File: src/rtl/sirv_gnrl_pkg.sv
// Shared types and handshake helpers for the sirv_gnrl valid/ready library.
// The skid-buffer state encoding doubles as its occupancy count.
package sirv_gnrl_pkg;

  localparam int unsigned CNT_W = 2;

  typedef enum logic [CNT_W-1:0] {
    EMPTY = 2'd0,
    BUSY  = 2'd1,
    FULL  = 2'd2
  } skid_state_e;

  // A beat moves only when both sides agree in the same cycle.
  function automatic logic hs_fire(input logic vld, input logic rdy);
    return vld & rdy;
  endfunction

endpackage

File: src/rtl/sirv_gnrl_skid_ctrl.sv
// Occupancy state machine for the two-entry skid buffer; produces the load
// enables for the main and skid data registers.
module sirv_gnrl_skid_ctrl
  import sirv_gnrl_pkg::*;
(
  input  logic             clk,
  input  logic             rst,
  input  logic             flush,
  input  logic             i_vld,
  input  logic             o_rdy,
  output logic             i_rdy,
  output logic             o_vld,
  output logic [CNT_W-1:0] o_cnt,
  output logic             ld_main,
  output logic             sel_skid,
  output logic             ld_skid
);

  skid_state_e state_q, state_d;
  logic        in_hs, out_hs;

  // Handshake outputs come from the state register alone, which keeps
  // o_rdy off the i_rdy path and i_vld off the o_vld path.
  assign i_rdy    = (state_q != FULL);
  assign o_vld    = (state_q != EMPTY);
  assign o_cnt    = state_q;
  assign sel_skid = (state_q == FULL);
  assign in_hs    = hs_fire(i_vld, i_rdy);
  assign out_hs   = hs_fire(o_vld, o_rdy);

  always_comb begin
    // NOTE: every output of this block gets a default first so no path
    // through the case leaves it unassigned, which would infer a latch.
    state_d = state_q;
    ld_main = 1'b0;
    ld_skid = 1'b0;
    case (state_q)
      EMPTY: if (in_hs) begin
        ld_main = 1'b1;
        state_d = BUSY;
      end
      BUSY: case ({in_hs, out_hs})
        2'b11: ld_main = 1'b1;
        2'b10: begin
          ld_skid = 1'b1;
          state_d = FULL;
        end
        2'b01: state_d = EMPTY;
        default: state_d = BUSY;
      endcase
      FULL: if (out_hs) begin
        ld_main = 1'b1;
        state_d = BUSY;
      end
      default: state_d = EMPTY;
    endcase
    // Flush completes any handshake but drops the beat and keeps the data.
    if (flush) begin
      state_d = EMPTY;
      ld_main = 1'b0;
      ld_skid = 1'b0;
    end
  end

  always_ff @(posedge clk) begin
    // NOTE: sequential state uses non-blocking assignments so every flop
    // samples pre-edge values regardless of block evaluation order.
    if (rst) state_q <= EMPTY;
    else     state_q <= state_d;
  end

endmodule

File: src/rtl/sirv_gnrl_skid_buf.sv
// Two-entry valid/ready elastic stage: fully registered in both directions,
// sustaining one beat per cycle with strict FIFO ordering.
module sirv_gnrl_skid_buf
  import sirv_gnrl_pkg::*;
#(
  parameter int unsigned    DW      = 32,
  parameter logic [DW-1:0]  RST_VAL = '0
) (
  input  logic             clk,
  input  logic             rst,
  input  logic             flush,
  input  logic             i_vld,
  output logic             i_rdy,
  input  logic [DW-1:0]    i_dat,
  output logic             o_vld,
  input  logic             o_rdy,
  output logic [DW-1:0]    o_dat,
  output logic [CNT_W-1:0] o_cnt
);

  logic          ld_main, sel_skid, ld_skid;
  logic [DW-1:0] main_q, skid_q;

  sirv_gnrl_skid_ctrl u_ctrl (
    .clk      (clk),
    .rst      (rst),
    .flush    (flush),
    .i_vld    (i_vld),
    .o_rdy    (o_rdy),
    .i_rdy    (i_rdy),
    .o_vld    (o_vld),
    .o_cnt    (o_cnt),
    .ld_main  (ld_main),
    .sel_skid (sel_skid),
    .ld_skid  (ld_skid)
  );

  // NOTE: the payload registers are reset too, so o_dat shows a known
  // RST_VAL after reset instead of whatever beat was in flight.
  always_ff @(posedge clk) begin
    if (rst)          main_q <= RST_VAL;
    else if (ld_main) main_q <= sel_skid ? skid_q : i_dat;
  end

  always_ff @(posedge clk) begin
    if (rst)          skid_q <= RST_VAL;
    else if (ld_skid) skid_q <= i_dat;
  end

  assign o_dat = main_q;

endmodule

File: config.mk
export PLATFORM = sky130hd
export DESIGN_NAME = sirv_gnrl_skid_buf
export DESIGN_NICKNAME = d
export VERILOG_FILES = /design/src/rtl/sirv_gnrl_pkg.sv /design/src/rtl/sirv_gnrl_skid_ctrl.sv /design/src/rtl/sirv_gnrl_skid_buf.sv
export SDC_FILE = /design/constraint.sdc
export NUM_CORES = 1
export LEC_CHECK = 0
export BUFFER_PORTS_ARGS = -buffer_cell sky130_fd_sc_hd__buf_2
export CAP_MARGIN = 5
export CORE_MARGIN = 3
export CORE_UTILIZATION = 25
export CTS_CLUSTER_DIAMETER = 50
export CTS_CLUSTER_SIZE = 25
export DETAILED_ROUTE_END_ITERATION = 10
export PLACE_DENSITY = 0.42
export SYNTH_ARGS = -nofsm -noshare
export SYNTH_HDL_FRONTEND = slang
export SYNTH_SLANG_ARGS = --single-unit
export TNS_END_PERCENT = 50
File: constraint.sdc
create_clock -name clk -period 1.9 [get_ports clk]
set_clock_uncertainty 0.05 [all_clocks]
set_input_delay 0.19 -clock clk [delete_from_list [all_inputs] [get_ports clk]]
set_output_delay 0.19 -clock clk [all_outputs]
set_load 0.01 [all_outputs]
==> results.py <==
metrics = {
    "status": {
        "outcome": "finished, final reports clean",
    },
    "critical_path": {
        "cp_slowest_cell": "dfxtp_1",
        "critPathTopFamily": "buffers and inverters",
        "crit_buf_inv": 2,
        "crit_path_end_kind": "primary output",
        "cp_cell_sequence": "nand2b_2, buf_12, buf_2",
        "crit_type": "flop to primary output",
        "worstSetupStartpointType": "flop",
        "crit_path_max_incr_delay_ns": 0.42,
        "crit_fanout": 34,
        "required_ns": 1.66,
        "critical_path_arrival_ns": 1.42,
    },
    "job": {
        "maxCapViolCount": 0,
    },
    "placement": {
        "dpl_cell_area_um2": 3371,
        "io_buffers": 72,
        "place_congestion": 0.6869,
        "place_ws_ns": 0.2450,
        "hpwl_um": 4864,
        "dp_cells": 533,
    },
    "final_layout": {
        "final_core_util_pct": 31.74,
        "final_cells": 549,
        "drive_above_1_share_pct": 25.37,
        "nets": 439,
        "insertedDiodeCount": 0,
        "area_delta_synth_final_pct": 23.09,
        "design_area_um2": 3655,
    },
    "hold_path": {
        "holdCritPathClass": "input pin to flop",
    },
    "sta": {
        "fmax_mhz": 604.2,
        "fin_crit_sh_pct": 87.11,
        "period_minus_slack_ns": 1.655,
        "fin_setup_tns_ns": 0,
        "hold_ws_ns": 0.06407,
        "finalHoldViolations": 0,
        "rsz0062_at_grt": "false",
        "relSlewSlack_pct": 78.61,
        "slew_violations": 0,
        "worst_pin_slew_ns": 0.3128,
        "finalSetupViolCount": 0,
        "fin_ws_ns": 0.2448,
    },
    "logic_synthesis": {
        "ys.flop_type": "dfxtp_1",
        "ys_top_cells_by_area": "dfxtp_1 (45%), a21oi_1 (11%), mux2i_1 (11%)",
        "syn_area_um2": 2969,
        "yosysWarnings": 0,
        "synth_common_cells": "dfxtp_1 (66), nand2_1 (66), a21oi_1 (65)",
        "async_reset_ff_share_pct": 0,
        "avgSynthCellArea_um2": 8.758,
        "ys_ff_latch": 66,
        "yosys.area.top_type": "dfxtp_1",
        "syn_inst": 339,
        "synth_fp_nets": 377,
        "yosysTopAreaCellShare_pct": 44.50,
        "synth_edf_count": 0,
        "synth_cell_types": 31,
        "ys_seq_area_share_pct": 44.50,
    },
    "cts": {
        "post_cts_resized": 0,
        "cts_hold_buf": 0,
        "clkSinkCount": 66,
        "cts_tree": "done",
        "numCtsBuffers": 9,
        "clock_latency_ns": 0.32,
        "cts-htree-levels": 3,
        "cts.root.buffer_cell": "clkbuf_16",
        "path_clk_slew_ns": 0.05,
        "post_cts.repair.setup_buffers": 0,
        "clockBufferDepth": 2,
    },
    "floorplanning": {
        "initial_core_util_pct": 25.78,
        "dieArea_um2": 13220,
        "die_x_um": 115.0,
        "core-area_um2": 11520,
        "pin_count": 73,
        "die_h_um": 115.0,
        "rows": 39,
    },
    "global_routing": {
        "grt_max_degree": 67,
        "grt_overflow": 0,
        "track_usage_pct": 12.10,
        "first_global_vias": 2449,
        "antenna_found_initial": 0,
        "grt_pass1_wl_um": 12430,
    },
    "pwr": {
        "ir_drop_mv": 0.3404,
        "p_leak_nw": 1.630,
        "pwr-share-seq_pct": 43.8,
        "switchingPower_mw": 0.7648,
        "powerDensity_nw_per_um2": 906.8,
        "p_int_mw": 2.549,
        "p_total_mw": 3.314,
        "p_sw_share_pct": 23.08,
        "pwr-share-clk_pct": 46.8,
        "combPwrFrac_pct": 9.4,
    },
    "route": {
        "vias": 2510,
        "drc_errors": 0,
        "routed_via_density": 4.572,
        "drt_iter0_drc": 171,
        "wire_per_inst_um": 13.78,
        "postRouteAntennaNets": 0,
        "finalWirelength_um": 7567,
        "drt_pass1_iterations": 4,
    },
}
==> sequential cells by signal, summed over array words and instances (netlist names) <==
register,cells
o_dat,32
skid_q,32
u_ctrl.o_cnt,2
==> worst paths after layout <==
path                   start          to  slack (ns)  depth (start not counted)
min                i_dat[26]  skid_q[26]        0.06                          3
max reg2reg  u_ctrl.o_cnt[0]  skid_q[15]        0.25                          7
min reg2reg       skid_q[25]  skid_q[25]        0.40                          2
max          u_ctrl.o_cnt[0]       i_rdy        0.24                          3
==> worst min-delay path, stage by stage <==
cell and delay [ns]:
buf_2 0.10, nand2_1 0.05, a21oi_1 0.05
==> final cells by class <==
type                       instances  area [um^2]
tap                              143        178.9
clock inverter                     2        10.01
sequential                        66         1323
fill                            1236         7861
multi-input combinational        242         1384
timing repair buffer              82        485.5
clock buffer                      14        274.0
==> cells in the final DEF (no fill, tap or decap), types with 2 or more instances in the layout <==
cell type  instances
a21oi_1           65
buf_12             4
buf_2             72
buf_4              6
clkbuf_1           2
clkbuf_16          9
clkbuf_8           3
clkinv_2           2
dfxtp_1           65
mux2i_1           32
nand2_1           66
o21ai_0           30
o21ai_1            2
or3_1             32
==> per-layer routing <==
layer,track usage [%],share of wire (%),vias to the layer above
li1,-,-,1298
met5,0,0,-
met1,15.43,48,1157
met3,4.053,5.7,12
met4,5.634,1.9,0
met2,18.44,44,43
==> logic make-up (layout without fill, tap and decap cells) <==
family,Yosys count,after routing,share of synthesized area (%)
and+or+nand+nor,108,108,17.53
AOI/OAI and AO/OA,101,101,17.78
DFF,66,66,44.50
muxes,32,32,10.79
buffers and inverters,31,98,8.976
adders and majority gates,1,1,0.4213
==> power by group through the flow <==
stage                     Combinational [mW]  Sequential [mW]  Clock (mW)
final                                  0.311             1.45        1.55
after global routing                   0.350             1.46        1.69
after CTS                              0.317             1.45        1.61
after detailed placement               0.317             1.48           0
after global placement                 0.316             1.48           0
after floorplan                        0.177             1.50           0
(Power assumes the default switching activity.)
